**src/rtl/store_buffer.sv**
```systemverilog
// Store buffer: formats SB/SH/SW into byte lanes and queues them
// for in-order draining to word-addressed data memory.
module store_buffer #(
  parameter int DEPTH = 4,
  parameter int PTR_W = 2
) (
  input  logic        clk,
  input  logic        rst_n,
  input  logic        st_valid,
  input  logic [1:0]  st_type,
  input  logic [31:0] st_addr,
  input  logic [31:0] st_data,
  output logic        st_ready,
  output logic        st_misaligned,
  input  logic        ld_check,
  input  logic [31:0] ld_addr,
  output logic        ld_conflict,
  output logic        mem_req,
  output logic [31:0] mem_addr,
  output logic [31:0] mem_wdata,
  output logic [3:0]  mem_wbe,
  input  logic        mem_ack,
  output logic        empty
);

  localparam logic [PTR_W:0] FULL = DEPTH[PTR_W:0];
  localparam logic [PTR_W-1:0] ONE = {{(PTR_W-1){1'b0}}, 1'b1};

  logic [29:0] q_addr [DEPTH];
  logic [31:0] q_data [DEPTH];
  logic [3:0]  q_be   [DEPTH];

  logic [PTR_W-1:0] head;
  logic [PTR_W-1:0] tail;
  logic [PTR_W:0]   count;

  logic        is_sb;
  logic        is_sh;
  logic        is_sw;
  logic        aligned;
  logic [31:0] f_data;
  logic [3:0]  f_be;
  logic        st_req;
  logic        enq;
  logic        deq;
  logic        mis_q;

  assign is_sb = (st_type == 2'b01);
  assign is_sh = (st_type == 2'b10);
  assign is_sw = (st_type == 2'b11);

  always_comb begin
    aligned = 1'b1;
    f_data  = st_data;
    f_be    = 4'b0000;
    unique case (1'b1)
      is_sb: begin
        f_data = {4{st_data[7:0]}};
        f_be   = 4'b0001 << st_addr[1:0];
      end
      is_sh: begin
        aligned = ~st_addr[0];
        f_data  = {2{st_data[15:0]}};
        f_be    = st_addr[1] ? 4'b1100 : 4'b0011;
      end
      is_sw: begin
        aligned = (st_addr[1:0] == 2'b00);
        f_be    = 4'b1111;
      end
      default: ;
    endcase
  end

  assign st_ready = (count != FULL);
  assign st_req   = st_valid && (st_type != 2'b00) && st_ready;
  assign enq      = st_req && aligned;
  assign mem_req  = (count != '0);
  assign deq      = mem_req && mem_ack;
  assign empty    = (count == '0);

  always_ff @(posedge clk or negedge rst_n) begin
    if (!rst_n) begin
      head  <= '0;
      tail  <= '0;
      count <= '0;
      mis_q <= 1'b0;
    end else begin
      mis_q <= st_req && !aligned;
      if (enq) tail <= tail + ONE;
      if (deq) head <= head + ONE;
      unique case ({enq, deq})
        2'b10:   count <= count + 1'b1;
        2'b01:   count <= count - 1'b1;
        default: count <= count;
      endcase
    end
  end

  always_ff @(posedge clk or negedge rst_n) begin
    if (!rst_n) begin
      for (int i = 0; i < DEPTH; i++) begin
        q_addr[i] <= '0;
        q_data[i] <= '0;
        q_be[i]   <= '0;
      end
    end else if (enq) begin
      q_addr[tail] <= st_addr[31:2];
      q_data[tail] <= f_data;
      q_be[tail]   <= f_be;
    end
  end

  assign st_misaligned = mis_q;

  assign mem_addr  = mem_req ? {q_addr[head], 2'b00} : '0;
  assign mem_wdata = mem_req ? q_data[head] : '0;
  assign mem_wbe   = mem_req ? q_be[head] : '0;

  // Entry g is live when its distance from head is below count.
  logic [DEPTH-1:0] hit;

  for (genvar g = 0; g < DEPTH; g++) begin : g_cmp
    logic [PTR_W-1:0] rel;
    assign rel = PTR_W'(g) - head;
    assign hit[g] = ({1'b0, rel} < count)
                 && (q_addr[g] == ld_addr[31:2]);
  end

  assign ld_conflict = ld_check && (|hit);

  logic unused_ld;
  assign unused_ld = ^ld_addr[1:0];

endmodule

```
**config.mk**
```make
export PLATFORM = sky130hd
export DESIGN_NAME = store_buffer
export DESIGN_NICKNAME = d
export VERILOG_FILES = /design/src/rtl/store_buffer.sv
export SDC_FILE = /design/constraint.sdc
export NUM_CORES = 1
export LEC_CHECK = 0
export BUFFER_PORTS_ARGS = -buffer_cell sky130_fd_sc_hd__buf_4
export CELL_PAD_IN_SITES_DETAIL_PLACEMENT = 1
export CELL_PAD_IN_SITES_GLOBAL_PLACEMENT = 2
export CORE_ASPECT_RATIO = 1.1
export CORE_UTILIZATION = 29
export CTS_BUF_LIST = sky130_fd_sc_hd__clkbuf_4 sky130_fd_sc_hd__clkbuf_8
export CTS_CLUSTER_SIZE = 12
export DETAILED_ROUTE_END_ITERATION = 8
export GPL_TIMING_DRIVEN = 0
export PLACE_DENSITY = 0.67
export SLEW_MARGIN = 15
export SYNTH_ARGS = -nofsm -noshare
export SYNTH_HDL_FRONTEND = slang
export SYNTH_SLANG_ARGS = --single-unit
```
**constraint.sdc**
```tcl
create_clock -name clk -period 3.25 [get_ports clk]
set_clock_uncertainty 0.1 [all_clocks]
set_input_delay 0 -clock clk [delete_from_list [all_inputs] [get_ports clk]]
set_output_delay 0 -clock clk [all_outputs]
set_load 0.005 [all_outputs]
```
==> out/results.tsv <==
metric	value	unit
CTS tree	yes	
Net Sw Frac	36.2	%
synthesized area per cell	12.5	um2
H-tree Lvls	2	
CP endpoint kind	output port	
post-synthesis async set-or-reset flop share	100	%
Area contributors post-synth	dfrtp_1 48%, mux2_2 13%, mux4_2 11%	
post-synthesis sequential area ratio	48.3	%
post-synthesis xor/xnor area fraction	7.89	%
Area after DPL	0.0163	mm2
Fmax	330	MHz
CP Class	reg2out	
Netlist cell types	39	
Simple-Gate Fraction of Synth Area	9.09	%
unrepaired setup endpoints after global routing	no	
EDFF count, synth	0	
# setup viols final	0	
placed cells	1943	
final WL	47300	um
Tot GR Track Use	19.6	%
Compound-Gate Fraction of Synth Area	5.75	%
largest family of logic cells by synthesized area	multiplexers	
nets	1535	
Arr. time, crit path	2.93	ns
Area growth syn-to-layout	27.6	%
Hold Startpoint	st_addr[5]	
Starting Density	29.4	%
DP HPWL	34800	um
Pleak	8.03	nW
final core occ	37.5	%
GR Layer Usage met1	25.3	%
Die Ht	233	um
fillers	5287	
post-DR vias/cell	4.84	
Final ANT Viol Nets	0	
Post-CTS Setup Inserts	0	
# DRC	0	
num ports	176	
largest area contributor in the synthesized netlist	dfrtp_1	
Max Cap Viol	0	
core area	0.0479	mm2
n_diodes	0	
Non-Filler Instances	2097	
status	complete, no violations	
worst-margin pin slew	0.989	ns
TNS Setup	0	ns
GRT busiest layer	met2	
share of the synthesized area in the top cell type	48.3	%
First-pass DRT Iterations	4	
Seq cells post-synth	272	
largest net degree at the start of global routing	98	
Comb pwr share	46.3	%
global-route wire length before repair	70900	um
launching point of the worst reg2reg path	count[0]	
Die Width	212	um
Syn Std Cell Area	0.0141	mm2
Crit path required time	3.15	ns
total power draw	17.8	mW
placer congestion estimate	0.838	
Port Buf Inserts	171	
floorplan row count	84	
Clock Sinks	272	
GR met2 Demand/Resource	33.3	%
Synth warnings	0	
VDD IR max	426	uV
die area	0.0495	mm2
clock network power share	18.7	%
Iter 0 DRT Violations	532	
Flop pwr share	35.0	%
Max clock buf depth	3	
Post-Syn Instances	1123	
cell internal pwr	11.3	mW
GRT overflow	0	
via count	10152	
HP Class	in2reg	
TritonCTS Buffers	50	
Final Cycle Share	93.3	%
PD cells	988	mW/mm2
Max Slew Vio Count	0	
synth cell count leaders	272 x dfrtp_1, 157 x mux2_2, 113 x xor2_1	
initial antenna violation count	0	
share of cells above drive strength 1	37.0	%
grt met3 use	2.85	%
worst skew pair latency	0.63	ns
cell area after layout	0.0180	mm2
count leader, synth	dfrtp_1	
Max-slew headroom	34.1	%
Period minus WS final	3.03	ns
Critical Path Source Type	register	
Worst Setup SP	head[1]	
proportion of synthesized area in mux cells	24.0	%
final hold viol count	0	
root buffer cell	clkbuf_8	
clock slew at reported path FFs	0.06	ns
vias in the first global route	11096	
main flop type after synthesis	dfrtp_1	
Avg WL per Cell	22.6	um
Crit Path Max Fanout	10	
Synth Area in Adders	1.30	%
reported net switching power	6.43	mW
kinds of logic (layout without fill, tap and decap cells):
kind of cell	Yosys count	in the layout
compound gates	146	146
xor+xnor	127	127
fa+ha+maj	14	14
buf+inv	86	414
flops	272	272
mux	234	234
other cells	1	2
simple gates	243	243
sequential cells by signal, indices dropped and copies added (netlist names):
name,flops
q_data,128
q_addr,120
q_be,16
count,3
head,2
tail,2
st_misaligned,1
power groups by stage:
stage               Sequential, mW  Clock [mW]  Combinational (mW)
finish                        6.21        3.33                8.23
detailed placement            6.26           0                8.30
global placement              6.16           0                8.21
global route                  6.43        3.57                8.96
floorplan                     5.88           0                5.05
CTS                           6.21        3.44                8.41
metrics by stage:
stage	worst slack, ns	hold WS [ns]
finish	0.219	0.0882
global route	0.0272	0.0693
CTS	-0.0118	0.0360
detailed placement	0.353	-0.319
global placement	-0.412	0.159
floorplan	0.781	-0.396
layout make-up:
cell class / instances / area [um2] / area share [%]
inverter: 16 / 60.1 / 0.334
clock buffer: 75 / 932 / 5.19
buffer: 69 / 465 / 2.59
timing repair buffer: 243 / 2060 / 11.5
sequential: 272 / 6810 / 37.9
multi-input combinational: 766 / 6770 / 37.7
clock inverter: 11 / 67.6 / 0.376
tap: 645 / 807 / 4.49
layout by cell type (no fill, tap or decap), types with 2 or more instances in the layout:
master,instances
mux4_2,66
buf_16,3
mux2_1,11
dlygate4sd3_1,69
clkbuf_1,20
conb_1,2
a21oi_1,9
nor4_1,24
buf_6,23
and2_1,2
mux2_2,157
ha_1,13
clkbuf_4,16
clkbuf_8,59
xnor2_1,14
o21ai_0,106
a2111oi_0,4
nand3_4,4
xor2_1,113
clkinv_2,8
buf_4,172
nand3_1,5
nor3_1,4
dfrtp_1,272
nor2_1,7
nor2b_1,76
clkbuf_2,5
buf_2,16
a31oi_1,8
nand2_1,107
a22oi_1,16
inv_1,16
nand4_1,8
buf_1,3
metal layers:
layer	vias to the layer above	share of wire, %
met2	255	50
met1	5245	44
met3	70	4.3
li1	4582	-
met5	-	0
met4	0	2.6
worst paths after layout:
path | to | slack [ns] | depth (start not counted)
worst max-delay path | ld_conflict | 0.22 | 10
worst min-delay path | q_addr[93] | 0.09 | 3
worst max register to register | count[2] | 0.62 | 11
worst min register to register | q_data[118] | 0.37 | 2
max in group asynchronous | q_data[78] | 1.10 | 6
min in group asynchronous | q_addr[95] | 0.25 | 3
what timing repair did:
| item | CTS | global route |
|---|---|---|
| endpoints found under the hold margin | 457 | 0 |
| endpoints found under the setup margin | 21 | 10 |
| hold buffers | 69 | 0 |
| resized for setup | 6 | 8 |
critical path, stage by stage, from the launching register on:
cell       delay (ns)
dfrtp_1          0.36
clkbuf_1         0.28
buf_6            0.25
xnor2_1          0.19
inv_1            0.07
ha_1             0.18
a21oi_1          0.14
nand4_1          0.09
a2111oi_0        0.36
or4_1            0.24
buf_4            0.13
(Power assumes the default switching activity.)
